==> src/rtl/board_pkg.sv <==
// Board-wide constants shared by the switch conditioning path and its consumers.
package board_pkg;

    localparam int SW_WIDTH    = 10;
    localparam int CLK_HZ      = 50_000_000;
    localparam int DEBOUNCE_MS = 10;

    // Cycles of stable input required before a switch change is accepted.
    localparam int DEBOUNCE_CYCLES_DEFAULT = (CLK_HZ / 1000) * DEBOUNCE_MS;

endpackage

==> src/rtl/sw_debounce_bit.sv <==
// One switch bit: 2-flop synchroniser, stability counter, debounced output and change pulse.
module sw_debounce_bit
    import board_pkg::*;
#(
    parameter int DEBOUNCE_CYCLES = DEBOUNCE_CYCLES_DEFAULT
) (
    input  logic clk,
    input  logic rst,
    input  logic sw_raw,
    output logic sw_db,
    output logic sw_changed_mask,
    output logic mask_next
);

    localparam int CW = $clog2(DEBOUNCE_CYCLES + 1);
    localparam logic [CW-1:0] CNT_LAST = CW'(DEBOUNCE_CYCLES - 1);

    logic          s1;
    logic          s2;
    logic [CW-1:0] cnt;
    logic          differ;
    logic          fire;

    // The top ORs mask_next across bits so its strobe lands with the mask.
    always_comb begin
        differ    = (s2 != sw_db);
        fire      = differ && (cnt == CNT_LAST);
        mask_next = fire;
    end

    always_ff @(posedge clk or posedge rst) begin
        if (rst) begin
            s1              <= 1'b0;
            s2              <= 1'b0;
            cnt             <= '0;
            sw_db           <= 1'b0;
            sw_changed_mask <= 1'b0;
        end else begin
            s1              <= sw_raw;
            s2              <= s1;
            sw_changed_mask <= fire;
            if (!differ) begin
                cnt <= '0;
            end else if (fire) begin
                sw_db <= s2;
                cnt   <= '0;
            end else begin
                cnt <= cnt + CW'(1);
            end
        end
    end

endmodule

==> src/rtl/sw_debounce.sv <==
// Switch-pin conditioning: per-bit synchronise and debounce, plus a shared change strobe.
module sw_debounce
    import board_pkg::*;
#(
    parameter int WIDTH           = SW_WIDTH,
    parameter int DEBOUNCE_CYCLES = DEBOUNCE_CYCLES_DEFAULT
) (
    input  logic             clk,
    input  logic             rst,
    input  logic [WIDTH-1:0] sw_raw,
    output logic [WIDTH-1:0] sw_db,
    output logic             sw_changed,
    output logic [WIDTH-1:0] sw_changed_mask
);

    logic [WIDTH-1:0] mask_next;

    for (genvar i = 0; i < WIDTH; i++) begin : g_bit
        sw_debounce_bit #(
            .DEBOUNCE_CYCLES(DEBOUNCE_CYCLES)
        ) u_bit (
            .clk            (clk),
            .rst            (rst),
            .sw_raw         (sw_raw[i]),
            .sw_db          (sw_db[i]),
            .sw_changed_mask(sw_changed_mask[i]),
            .mask_next      (mask_next[i])
        );
    end

    always_ff @(posedge clk or posedge rst) begin
        if (rst) begin
            sw_changed <= 1'b0;
        end else begin
            sw_changed <= |mask_next;
        end
    end

endmodule

==> config.mk <==
export PLATFORM = sky130hd
export DESIGN_NAME = sw_debounce
export DESIGN_NICKNAME = d
export VERILOG_FILES = /design/src/rtl/board_pkg.sv /design/src/rtl/sw_debounce_bit.sv /design/src/rtl/sw_debounce.sv
export SDC_FILE = /design/constraint.sdc
export NUM_CORES = 1
export LEC_CHECK = 0
export ABC_AREA = 1
export CAP_MARGIN = 5
export CELL_PAD_IN_SITES_DETAIL_PLACEMENT = 1
export CELL_PAD_IN_SITES_GLOBAL_PLACEMENT = 2
export CORE_MARGIN = 2
export CORE_UTILIZATION = 41
export CTS_CLUSTER_SIZE = 25
export DETAILED_ROUTE_END_ITERATION = 16
export PLACE_DENSITY = 0.92
export SKIP_CTS_REPAIR_TIMING = 1
export SLEW_MARGIN = 25
export SYNTH_ARGS = -nofsm -noshare
export SYNTH_HDL_FRONTEND = slang
export SYNTH_SLANG_ARGS = --single-unit
==> constraint.sdc <==
create_clock -name clk -period 12.5 [get_ports clk]
set_input_delay 1.25 -clock clk [delete_from_list [all_inputs] [get_ports clk]]
set_output_delay 1.25 -clock clk [all_outputs]
set_load 0.01 [all_outputs]
Word-level counts from Yosys, hierarchy flattened
Index checks and enable logic that the tools add are counted.
- register bits after elaboration: 231
- input port bits: 12
- add/subtract/negate cells: 10
- multiplexer cells: 20
- reduce and logical (&&, ||, !) cells: 21
- eq/ne operators: 20
- operators with widths (kind ; number):
    19-bit two-way mux ; 20
    19-bit by 1-bit adder with 19-bit output, second input constant ; 10
    19-bit equality test, second input constant ; 10
    2-bit AND reduction ; 10
    1-bit logical AND ; 10
    1-bit inequality test ; 10
    10-bit OR reduction ; 1

Depth between registers and ports, before layout
- depth after elaboration: 4
- depth in mapped cells: 10
- depth with buffers taken out: 10

By module
From an unflattened synthesis, not the netlist that was laid out.
- cell total of the unflattened synthesis: 1581
- area total of the unflattened synthesis: 12754.7 µm²
- by module, submodules not included (module ; area an instance (µm²) ; cells an instance ; times used):
    sw_debounce_bit ; 1268.7 ; 157 ; 10
    sw_debounce ; 67.6 ; 11 ; 1

Worst setup path before layout
No wires, ideal clock.
- path type: reg2out
- from: register g_bit[5].u_bit.sw_db
- to: output port sw_db[5]
- required time: 11250 ps
- path slack: 10662 ps
- cell stages (with the launch flop): 2
- arrival time: 588 ps
- cell sequence: dfrtp_1 > buf_4
- RTL lines (element ; RTL line ; text):
    start, declared ; sw_debounce_bit.sv:10 ; output logic sw_db,
    start signal, assigned ; sw_debounce_bit.sv:36 ; sw_db <= 1'b0;
    start signal, assigned ; sw_debounce_bit.sv:45 ; sw_db <= s2;
    end, declared ; sw_debounce.sv:11 ; output logic [WIDTH-1:0] sw_db,
No word-level cell between the ends.

Worst setup path after layout
- from: register g_bit[5].u_bit.sw_db
- to: output port sw_db[5]
No word-level cell between the ends.

==> reports/results.ini <==
[floorplan]
core_area_sq_um = 27930
die-height_microns = 173.0
floorplan.initialDensity_pct = 41.91
dieWidth_microns = 173.0
rows = 61
ios = 33
die-area_sq_um = 29920

[sta]
timing.hold.ws_ps = 346.2
rsz0062_at_grt = no
max-slew-margin-rel_pct = 38.53
hold_violations = 0
fin_skew_ps = 25.41
finalSetupViolCount = 0
worstMarginPinSlew_ps = 922.0
tns_ps = 0
fmax_mhz = 357.2
min_period_ps = 2799
finalMaxSlewViolations = 0
period_share_pct = 22.40

[logic_synthesis]
synth-edff-count = 0
async_flop_share_pct = 100.0
synth.largest_area_cell = dfrtp_1
yosysSeqAreaShare_pct = 49.37
yosysMostFrequentCell = nor2_1
synth_cells = 1457
ys_types = 38
syn-num-nets = 1479
synth_area_sq_um = 11710
yosysWarnings = 0
netlist_top_cells_count = nor2_1, nand2_1, dfrtp_1
synth.top_cell.area_share_pct = 49.37
synth_seq_cells = 231
ys.flop_type = dfrtp_1
synth_area_per_cell_sq_um = 8.035
synth_area_leaders = dfrtp_1, nor2_1, nand2_1

[cts]
clk_latency_ps = 540
htree_levels = 1
numClockSinks = 231
cts_root_buf = clkbuf_16
cts.clk_slew.worst_paths_ps = 60
cts_buffer_depth = 3
cts_tree = built
numCtsBuffers = 27

[layout]
final_layout_size_suffix_gt1_share_pct = 9.091
instances_no_fill = 1896
fin_area_sq_um = 13250
register_area_sq_um = 5781
diodes = 0
fin_nets = 1521
nFillCells = 3427
area.growth.synth_to_final_pct = 13.18
multi_input_area_sq_um = 5116

[worst_setup_path]
critPathBufInv = 1
critPathTopFamily = buffers and inverters
arrival_ps = 1550
worst_r2r_path_depth = 8
cp_max_fo = 3
cp-start-kind = flip-flop
crit_chain = clkdlybuf4s50_1
worst_setup_path_end_kind = output pin
crit_slowest_cell = clkdlybuf4s50_1
critical_path_class = reg2out
cp.depth = 1
crit_required_ps = 11250
critPathMaxStageDelay_ps = 580
r2r_slack_ps = 10660

[placed_design]
gp_congestion = 0.7742
dpl_cell_area_sq_um = 12370
hpwl_microns = 18980
placedCellCount = 1848
portBuffers = 32

[status]
status = finished clean

[routing]
finalWirelength_microns = 26430
ant_nets = 0
first_iter_violations = 381
wire_per_inst_microns = 13.94
firstDrtPassIters = 4
vias = 9315
drc = 0
viasPerCell = 4.913

[power_and_ir_drop]
p_leak_nw = 5.836
power_density_nw_per_um2 = 120.8
p_total_w = 0.001600
vdd_drop_max_mv = 0.09928

[global_route]
grt_overflow_total = 0
grt_usage_pct = 18.36
antenna_found_initial = 0
grt_max_degree = 90
grt_pass1_vias = 10104
grt_pass1_wl_microns = 47160

[worst_hold_path]
hold_path.class = reg2reg
holdPathStages = 0

[job]
drv_cap = 0

-- worst reg2reg max path, delay by kind of cell (launching register included) --
kind                   cells  cell delay, ps
DFF                        1             400
and+or+nand+nor            7            1210
buffers and inverters      1              60
-- where the power goes --
part           internal (W)  switching (W)
Clock              0.000471       0.000309
Sequential         0.000759     0.00000839
Combinational     0.0000144      0.0000386
Total               0.00124       0.000356
-- sequential cells by signal, indices dropped and copies added, names as in the netlist --
| name | cells |
|---|---|
| g_bit.u_bit.sw_db | 10 |
| g_bit.u_bit.sw_changed_mask | 10 |
| g_bit.u_bit.cnt | 190 |
| g_bit.u_bit.s2 | 10 |
| sw_changed | 1 |
| g_bit.u_bit.s1 | 10 |
-- cell families (layout without fill, tap and decap cells) --
family | Yosys count | after routing | share of synthesized area, %
DFF | 231 | 231 | 49.37
and+or+nand+nor | 873 | 873 | 33.21
xor gates and xnor gates | 83 | 83 | 6.370
AOI/OAI and AO/OA | 64 | 64 | 3.057
buffers and inverters | 196 | 257 | 6.925
adders and majority gates | 10 | 10 | 1.069
-- stage by stage --
step | util, % | worst slack (ps)
4_1_cts | 47.43 | 9661
5_1_grt | 47.43 | 9625
3_5_place_dp | 44.28 | 9231
6_report | 47.43 | 9701
2_1_floorplan | - | 4917
3_3_place_gp | 44.28 | 9228
-- path summary, 6_finish.rpt --
kind | startpoint | endpoint
min in group asynchronous | rst | g_bit[3].u_bit.s1
setup reg to reg | g_bit[3].u_bit.sw_db | sw_changed
setup / recovery | g_bit[5].u_bit.sw_db | sw_db[5]
hold / removal | g_bit[1].u_bit.s1 | g_bit[1].u_bit.s2
max in group asynchronous | rst | g_bit[7].u_bit.cnt[12]
hold reg to reg | g_bit[1].u_bit.s1 | g_bit[1].u_bit.s2
-- placed cells by master (no fill, tap or decap), types with 2 or more instances in the layout --
| master | count |
|---|---|
| nor3_2 | 3 |
| nor2_4 | 7 |
| nand2_2 | 20 |
| a21oi_1 | 30 |
| nor2_2 | 30 |
| and3_1 | 9 |
| xor2_1 | 56 |
| clkinv_1 | 3 |
| clkdlybuf4s50_1 | 32 |
| clkbuf_1 | 5 |
| o21a_1 | 2 |
| dfrtp_1 | 231 |
| bufinv_16 | 2 |
| clkbuf_16 | 27 |
| clkbuf_8 | 6 |
| clkinv_2 | 7 |
| ha_1 | 10 |
| inv_2 | 16 |
| o21ai_0 | 11 |
| nand3_2 | 10 |
| inv_1 | 155 |
| nand3_1 | 81 |
| o21ai_1 | 6 |
| buf_4 | 2 |
| xnor2_1 | 26 |
| a31oi_1 | 11 |
| nor3b_1 | 12 |
| nand4_1 | 24 |
| nand2_1 | 287 |
| nor3_1 | 58 |
| nor2_1 | 325 |
-- cell type report --
type / count / share of cell area [%]
sequential: 231 / 43.63
tap: 378 / 3.569
multi-input combinational: 1030 / 38.61
clock buffer: 38 / 5.864
timing repair buffer: 34 / 2.531
inverter: 175 / 5.014
clock inverter: 10 / 0.7838
-- routing by layer --
layer  vias up  routed length (microns)  GRT usage [%]
met4         0                      460          3.814
met2        76                    12940          32.73
met5         -                        0              0
li1       4640                        -              -
met1      4564                    12380          23.85
met3        35                      657          2.441
Note: power is estimated with default switching activity, not from simulation.
